File: config.mk
export PLATFORM = sky130hd
export DESIGN_NAME = cvxif_mac_simd_unit
export DESIGN_NICKNAME = d
export VERILOG_FILES = /design/src/rtl/cvxif_mac_simd_unit.sv
export SDC_FILE = /design/constraint.sdc
export NUM_CORES = 2
export LEC_CHECK = 0
export CAP_MARGIN = 10
export CORE_MARGIN = 5
export CORE_UTILIZATION = 55
export DETAILED_ROUTE_END_ITERATION = 8
export PLACE_DENSITY = 0.73
export SLEW_MARGIN = 20
export SYNTH_ARGS = -nofsm -noshare
export SYNTH_HDL_FRONTEND = slang
export SYNTH_SLANG_ARGS = --single-unit
File: constraint.sdc
create_clock -name clk_i -period 11.49 [get_ports clk_i]
set_input_delay 1.149 -clock clk_i [delete_from_list [all_inputs] [get_ports clk_i]]
set_output_delay 1.149 -clock clk_i [all_outputs]
set_load 0.01 [all_outputs]
File: src/rtl/cvxif_mac_simd_unit.sv
// Pipelined 4x8 / 2x16 SIMD multiply-accumulate for CV-X-IF: rd = rs3 + sum(rs1[i]*rs2[i]).
// Results return in order through a credit-gated FWFT FIFO; define CVXIF_MAC_SAT_EN to clamp results.
module cvxif_mac_simd_unit #(
  parameter int unsigned XLEN        = 32,
  parameter int unsigned ID_WIDTH    = 3,
  parameter int unsigned PIPE_STAGES = 2,
  parameter int unsigned FIFO_DEPTH  = 2
) (
  input  logic                clk_i,
  input  logic                rst_ni,
  input  logic                flush_i,
  input  logic                req_valid_i,
  output logic                req_ready_o,
  input  logic [ID_WIDTH-1:0] req_id_i,
  input  logic [4:0]          req_rd_i,
  input  logic [1:0]          req_mode_i,
  input  logic [XLEN-1:0]     req_rs1_i,
  input  logic [XLEN-1:0]     req_rs2_i,
  input  logic [XLEN-1:0]     req_rs3_i,
  output logic                res_valid_o,
  input  logic                res_ready_i,
  output logic [ID_WIDTH-1:0] res_id_o,
  output logic [4:0]          res_rd_o,
  output logic [XLEN-1:0]     res_data_o,
  output logic                busy_o
);
  localparam int unsigned CNT_W   = $clog2(FIFO_DEPTH + 1);
  localparam int unsigned PTR_W   = (FIFO_DEPTH > 1) ? $clog2(FIFO_DEPTH) : 1;
  localparam int unsigned ENTRY_W = XLEN + ID_WIDTH + 5;

  logic [CNT_W-1:0] credit_cnt_reg;
  logic             accept;
  logic             pop;

  // Credits cover pipeline plus FIFO, so the pipeline never needs to stall.
  assign req_ready_o = (credit_cnt_reg < CNT_W'(FIFO_DEPTH));
  assign accept      = req_valid_i && req_ready_o && !flush_i;
  assign busy_o      = (credit_cnt_reg != '0);

  always_ff @(posedge clk_i or negedge rst_ni) begin
    if (!rst_ni)               credit_cnt_reg <= '0;
    else if (flush_i)          credit_cnt_reg <= '0;
    else if (accept && !pop)   credit_cnt_reg <= credit_cnt_reg + CNT_W'(1);
    else if (!accept && pop)   credit_cnt_reg <= credit_cnt_reg - CNT_W'(1);
  end

  logic                s0_vld_reg;
  logic [ID_WIDTH-1:0] s0_id_reg;
  logic [4:0]          s0_rd_reg;
  logic [1:0]          s0_mode_reg;
  logic [XLEN-1:0]     s0_rs1_reg, s0_rs2_reg, s0_rs3_reg;

  always_ff @(posedge clk_i or negedge rst_ni) begin
    if (!rst_ni) s0_vld_reg <= 1'b0;
    else         s0_vld_reg <= accept;
  end

  always_ff @(posedge clk_i) begin
    if (accept) begin
      s0_id_reg   <= req_id_i;
      s0_rd_reg   <= req_rd_i;
      s0_mode_reg <= req_mode_i;
      s0_rs1_reg  <= req_rs1_i;
      s0_rs2_reg  <= req_rs2_i;
      s0_rs3_reg  <= req_rs3_i;
    end
  end

  // Every lane is a 17x17 signed multiply; unsigned operands are zero-extended into it.
  logic signed [33:0] prod [4];
  for (genvar gi = 0; gi < 4; gi++) begin : g_lane
    logic [15:0]        a_wide, b_wide;
    logic [7:0]         a_byte, b_byte;
    logic signed [16:0] a_ext, b_ext;
    logic signed [33:0] a_34, b_34;

    if (gi < 2) begin : g_wide
      assign a_wide = s0_rs1_reg[16*gi +: 16];
      assign b_wide = s0_rs2_reg[16*gi +: 16];
    end else begin : g_unused_wide
      assign a_wide = '0;
      assign b_wide = '0;
    end
    assign a_byte = s0_rs1_reg[8*gi +: 8];
    assign b_byte = s0_rs2_reg[8*gi +: 8];

    always_comb begin
      a_ext = '0;
      b_ext = '0;
      if (s0_mode_reg[0]) begin
        a_ext = {s0_mode_reg[1] & a_wide[15], a_wide};
        b_ext = {s0_mode_reg[1] & b_wide[15], b_wide};
      end else begin
        a_ext = {{9{s0_mode_reg[1] & a_byte[7]}}, a_byte};
        b_ext = {{9{s0_mode_reg[1] & b_byte[7]}}, b_byte};
      end
    end

    assign a_34     = a_ext;
    assign b_34     = b_ext;
    assign prod[gi] = a_34 * b_34;
  end

  logic signed [33:0] rs3_ext;
  logic signed [33:0] sum;
  logic [XLEN-1:0]    result;

  assign rs3_ext = {{2{s0_mode_reg[1] & s0_rs3_reg[XLEN-1]}}, s0_rs3_reg};
  assign sum     = rs3_ext + prod[0] + prod[1] + prod[2] + prod[3];

`ifdef CVXIF_MAC_SAT_EN
  always_comb begin
    result = sum[31:0];
    if (s0_mode_reg[1]) begin
      if (!sum[33] && (sum[32:31] != 2'b00))     result = 32'h7FFF_FFFF;
      else if (sum[33] && (sum[32:31] != 2'b11)) result = 32'h8000_0000;
    end else if (sum[33:32] != 2'b00) begin
      result = 32'hFFFF_FFFF;
    end
  end
`else
  logic unused_sum_msbs;
  assign unused_sum_msbs = ^sum[33:32];
  assign result          = sum[31:0];
`endif

  logic                stage_vld  [PIPE_STAGES];
  logic [ID_WIDTH-1:0] stage_id   [PIPE_STAGES];
  logic [4:0]          stage_rd   [PIPE_STAGES];
  logic [XLEN-1:0]     stage_data [PIPE_STAGES];

  assign stage_vld[0]  = s0_vld_reg;
  assign stage_id[0]   = s0_id_reg;
  assign stage_rd[0]   = s0_rd_reg;
  assign stage_data[0] = result;

  for (genvar gi = 1; gi < PIPE_STAGES; gi++) begin : g_stage
    logic                vld_reg;
    logic [ID_WIDTH-1:0] id_reg;
    logic [4:0]          rd_reg;
    logic [XLEN-1:0]     data_reg;

    always_ff @(posedge clk_i or negedge rst_ni) begin
      if (!rst_ni) vld_reg <= 1'b0;
      else         vld_reg <= stage_vld[gi-1] && !flush_i;
    end

    always_ff @(posedge clk_i) begin
      id_reg   <= stage_id[gi-1];
      rd_reg   <= stage_rd[gi-1];
      data_reg <= stage_data[gi-1];
    end

    assign stage_vld[gi]  = vld_reg;
    assign stage_id[gi]   = id_reg;
    assign stage_rd[gi]   = rd_reg;
    assign stage_data[gi] = data_reg;
  end

  logic [ENTRY_W-1:0] fifo_mem [FIFO_DEPTH];
  logic [PTR_W-1:0]   wr_ptr_reg, rd_ptr_reg;
  logic [CNT_W-1:0]   fifo_cnt_reg;
  logic [ENTRY_W-1:0] head;
  logic               wr_en;

  function automatic logic [PTR_W-1:0] ptr_inc(input logic [PTR_W-1:0] p);
    return (p == PTR_W'(FIFO_DEPTH - 1)) ? '0 : p + PTR_W'(1);
  endfunction

  assign wr_en       = stage_vld[PIPE_STAGES-1] && !flush_i;
  assign res_valid_o = (fifo_cnt_reg != '0);
  assign pop         = res_valid_o && res_ready_i;

  always_ff @(posedge clk_i or negedge rst_ni) begin
    if (!rst_ni) begin
      wr_ptr_reg   <= '0;
      rd_ptr_reg   <= '0;
      fifo_cnt_reg <= '0;
    end else if (flush_i) begin
      wr_ptr_reg   <= '0;
      rd_ptr_reg   <= '0;
      fifo_cnt_reg <= '0;
    end else begin
      if (wr_en) wr_ptr_reg <= ptr_inc(wr_ptr_reg);
      if (pop)   rd_ptr_reg <= ptr_inc(rd_ptr_reg);
      if (wr_en && !pop)      fifo_cnt_reg <= fifo_cnt_reg + CNT_W'(1);
      else if (!wr_en && pop) fifo_cnt_reg <= fifo_cnt_reg - CNT_W'(1);
    end
  end

  always_ff @(posedge clk_i) begin
    if (wr_en) begin
      fifo_mem[wr_ptr_reg] <= {stage_id[PIPE_STAGES-1], stage_rd[PIPE_STAGES-1],
                               stage_data[PIPE_STAGES-1]};
    end
  end

  // Outputs are forced to zero while empty so stale entries never show.
  assign head       = fifo_mem[rd_ptr_reg];
  assign res_id_o   = res_valid_o ? head[ENTRY_W-1 -: ID_WIDTH] : '0;
  assign res_rd_o   = res_valid_o ? head[XLEN +: 5] : '0;
  assign res_data_o = res_valid_o ? head[XLEN-1:0] : '0;

endmodule

==> impl_metrics.py <==
metrics = {
    "sta": {
        "rsz0062_at_grt": "false",
        "hold_viol_final": 0,
        "fmax_mhz": 96.4,
        "minimum_clock_period_after_layout_ps": 10370,
        "tightest_slew_ps": 1160,
        "fin_tns_setup_ps": 0,
        "holdWs_ps": 339,
        "setup_viol": 0,
        "fin_worst_skew_ps": 18.8,
        "relSlewSlack": 0.202,
        "final_count_of_pins_violating_max_slew": 0,
        "finalCritPeriodShare": 0.903,
    },
    "die": {
        "io_pins": 154,
        "floorplan.die_area_mm2": 0.0858,
        "starting_density_of_the_core": 0.556,
        "floorplan.die.height_um": 293,
        "floorplan.core_area_mm2": 0.0791,
        "die_width_um": 293,
        "core_rows": 103,
    },
    "setup_path": {
        "critical_path.reg2reg.endpoint": "g_stage[1].data_reg[28]",
        "worst-endpoint-required_ps": 11960,
        "setup.worst_path.end": "g_stage[1].data_reg[28]",
        "maximum_net_fanout_on_the_critical_path": 14,
        "rr_startpoint": "s0_mode_reg[0]",
        "cp_common_cell": "sky130_fd_sc_hd__fa_1",
        "critical_path.startpoint_type": "flop",
        "stages_on_worst_setup_path": 29,
        "crit_type": "flop to flop",
        "arrival_ps": 10840,
        "worst_reg2reg_path_depth": 29,
        "r2r_slack_ps": 1120,
        "cp-startpoint": "s0_mode_reg[0]",
        "cp-end-kind": "flop",
        "worst-path-buf-inv": 8,
        "cell_type_group_with_the_largest_total_delay_on_the_critical_path": "adder cells",
        "critical_path.max_stage_delay_ps": 840,
        "crit_path_top_delay_cell": "sky130_fd_sc_hd__nor2b_1",
    },
    "logic_synthesis": {
        "yosysTopAreaCell": "sky130_fd_sc_hd__fa_1",
        "dominant_cells_by_area_after_synthesis": "sky130_fd_sc_hd__fa_1 51%, sky130_fd_sc_hd__edfxtp_1 13%, sky130_fd_sc_hd__inv_1 10%",
        "synth_top_cell_area_share": 0.512,
        "yosys_warnings": 0,
        "seq_area_frac_synth": 0.150,
        "dominantRegCellSynth": "sky130_fd_sc_hd__edfxtp_1",
        "asyncSetResetFlopFracSynth": 0.0342,
        "number_of_storage_elements_in_the_synthesis_netlist": 234,
        "yosys.cell_types.count": 63,
        "synthesis.nets": 5702,
        "synth_enable_flop_cells": 186,
        "syn_inst": 4205,
        "syn-cell-area_mm2": 0.0440,
        "syn_avg_cell_area_um2": 10.5,
    },
    "route": {
        "initialDrtViolationCount": 2170,
        "route.antenna.remaining_nets": 0,
        "routed-via-count": 28400,
        "detail_routed_via_count_per_cell": 5.28,
        "route.detailed.drc": 0,
        "drt_first_pass_iters": 6,
        "routedWlPerCell_um": 20.5,
        "drt-total-wl_um": 110000,
    },
    "clock_network": {
        "clock_insertion_delay_worst_skew_ps": 610,
        "ctsHoldBuffers": 0,
        "cts_buffer_depth": 3,
        "cts.repair_timing.setup_buffer_count": 0,
        "cts.reportedPaths.clkPinSlew_ps": 70,
        "clock_tree.htree_level_count": 1,
        "cts_made_buffers": 29,
        "post_cts.resized_instances": 0,
        "clock_sink_count": 234,
        "clock_tree.root_cell": "sky130_fd_sc_hd__clkbuf_16",
        "cts_tree": "done",
    },
    "final_layout": {
        "top_register": "fifo_mem",
        "nNetsFinal": 5806,
        "layout-drive-gt1-share": 0.0279,
        "final_core_util": 0.603,
        "finalInstanceArea_mm2": 0.0477,
        "flow.area_growth_from_synthesis_pct": 8.31,
        "largest_register_ffs": 80,
    },
    "grt": {
        "antenna_found_initial": 2,
        "first_global_vias": 31100,
        "maximum_number_of_pins_on_one_net_before_global_route_repair": 75,
        "overflow": 0,
        "track_usage": 0.267,
        "grt_pass1_wl_um": 175000,
    },
    "worst_hold_path": {
        "hold_class": "flop to flop",
    },
    "placement": {
        "numPortBuffers": 153,
        "placed_standard_cell_area_mm2": 0.0467,
        "dp.final_hpwl_um": 95200,
        "gp_congestion": 0.964,
    },
    "run_status": {
        "run_status": "finished clean",
    },
    "flow_run": {
        "max-cap-violations": 0,
    },
}
[synth_stat cells, types with 16 or more instances]
| library cell | number |
|---|---|
| sky130_fd_sc_hd__inv_1 | 1226 |
| sky130_fd_sc_hd__mux2i_1 | 57 |
| sky130_fd_sc_hd__a21oi_1 | 51 |
| sky130_fd_sc_hd__ha_1 | 261 |
| sky130_fd_sc_hd__xnor2_1 | 70 |
| sky130_fd_sc_hd__nor2_1 | 258 |
| sky130_fd_sc_hd__clkbuf_1 | 94 |
| sky130_fd_sc_hd__fa_1 | 1125 |
| sky130_fd_sc_hd__nand2_1 | 453 |
| sky130_fd_sc_hd__edfxtp_1 | 186 |
| sky130_fd_sc_hd__and2_1 | 118 |
| sky130_fd_sc_hd__nand2b_1 | 24 |
| sky130_fd_sc_hd__nor2b_1 | 60 |
| sky130_fd_sc_hd__xor2_1 | 16 |
| sky130_fd_sc_hd__dfxtp_1 | 40 |
[cells in the final DEF, fill, tap and decap left out, types with 3 or more instances in the layout]
cell | Yosys | layout
sky130_fd_sc_hd__dfrtp_1 | 8 | 7
sky130_fd_sc_hd__xor2_1 | 16 | 16
sky130_fd_sc_hd__and2b_1 | 6 | 6
sky130_fd_sc_hd__fa_1 | 1125 | 1125
sky130_fd_sc_hd__nand2b_1 | 24 | 24
sky130_fd_sc_hd__a21oi_1 | 51 | 50
sky130_fd_sc_hd__o21bai_1 | 7 | 7
sky130_fd_sc_hd__a21o_1 | 13 | 13
sky130_fd_sc_hd__clkinv_4 | 0 | 3
sky130_fd_sc_hd__clkdlybuf4s50_1 | 0 | 153
sky130_fd_sc_hd__clkinv_2 | 0 | 3
sky130_fd_sc_hd__mux2i_1 | 57 | 56
sky130_fd_sc_hd__and4_1 | 3 | 3
sky130_fd_sc_hd__nor3_1 | 4 | 4
sky130_fd_sc_hd__buf_4 | 0 | 34
sky130_fd_sc_hd__nand3_1 | 15 | 15
sky130_fd_sc_hd__clkbuf_16 | 0 | 30
sky130_fd_sc_hd__nor2_1 | 258 | 256
sky130_fd_sc_hd__a31oi_1 | 5 | 5
sky130_fd_sc_hd__ha_1 | 261 | 261
sky130_fd_sc_hd__xnor2_1 | 70 | 70
sky130_fd_sc_hd__clkbuf_1 | 94 | 7
sky130_fd_sc_hd__edfxtp_1 | 186 | 186
sky130_fd_sc_hd__o21a_1 | 5 | 5
sky130_fd_sc_hd__and3_1 | 11 | 11
sky130_fd_sc_hd__inv_1 | 1226 | 1226
sky130_fd_sc_hd__dfxtp_1 | 40 | 40
sky130_fd_sc_hd__mux2_2 | 12 | 12
sky130_fd_sc_hd__a21oi_2 | 5 | 6
sky130_fd_sc_hd__nor2b_1 | 60 | 60
sky130_fd_sc_hd__and2_1 | 118 | 118
sky130_fd_sc_hd__or2_2 | 5 | 5
sky130_fd_sc_hd__clkbuf_8 | 0 | 6
sky130_fd_sc_hd__nand2_1 | 453 | 453
sky130_fd_sc_hd__o21ai_0 | 9 | 9
[final cells by class]
type	count	area (um2)
fillers	6570	31400
flip-flops and latches	234	6590
inverters	1228	4610
clock buffers	43	860
clock inverters	11	115
diodes	1	2.50
multi-input cells	2628	32400
well taps	1050	1310
repair buffers	188	1810
[cell families (layout without fill, tap and decap cells)]
family / Yosys count / count (layout) / share of synthesized area
adder cells (fa/ha/maj): 1386 / 1386 / 0.586
buffers and inverters: 1343 / 1470 / 0.115
AND/OR/NAND/NOR: 971 / 971 / 0.0978
flip-flops: 234 / 234 / 0.150
AO/OA/AOI/OAI: 115 / 115 / 0.0178
XOR/XNOR: 87 / 87 / 0.0176
multiplexers: 69 / 69 / 0.0160
other: 0 / 1 / 0
[worst reg2reg max path: cells and delay by family (launching register included)]
| kind | cells | cell delay (ps) |
|---|---|---|
| adder cells (fa/ha/maj) | 11 | 5660 |
| AND/OR/NAND/NOR | 6 | 2100 |
| buffers and inverters | 8 | 1000 |
| AO/OA/AOI/OAI | 3 | 680 |
| flip-flops | 1 | 590 |
| multiplexers | 1 | 190 |
[per-stage QoR]
step	setup WS, ps	std cells
after floorplan	2120	4205
after CTS	1250	5382
after detailed placement	1290	5328
final	1120	5383
after global routing	635	5382
after global placement	1580	5328
[how the worst min path moves through the flow]
stage                      start                   end  slack, ps  cells after the start
floorplan           s0_id_reg[0]  g_stage[1].id_reg[0]        320                      0
global placement    s0_id_reg[0]  g_stage[1].id_reg[0]        320                      0
detailed placement  s0_rd_reg[0]  g_stage[1].rd_reg[0]        330                      0
CTS                 s0_rd_reg[0]  g_stage[1].rd_reg[0]        340                      0
finish              s0_id_reg[2]  g_stage[1].id_reg[2]        340                      0
global route        s0_id_reg[2]  g_stage[1].id_reg[2]        350                      0
[layer usage]
metal | vias up | track usage | routed length [um] | share of wire
met5 | - | 0 | 11 | 0.00010
met4 | 2 | 0.128 | 7070 | 0.064
met3 | 283 | 0.0608 | 9590 | 0.087
met2 | 1197 | 0.438 | 54100 | 0.49
met1 | 14700 | 0.342 | 39700 | 0.36
li1 | 12300 | - | - | -
Power is left out: the tool's default activity adds up to more than one toggle a clock period on the data nets, which glitch-free logic cannot reach.
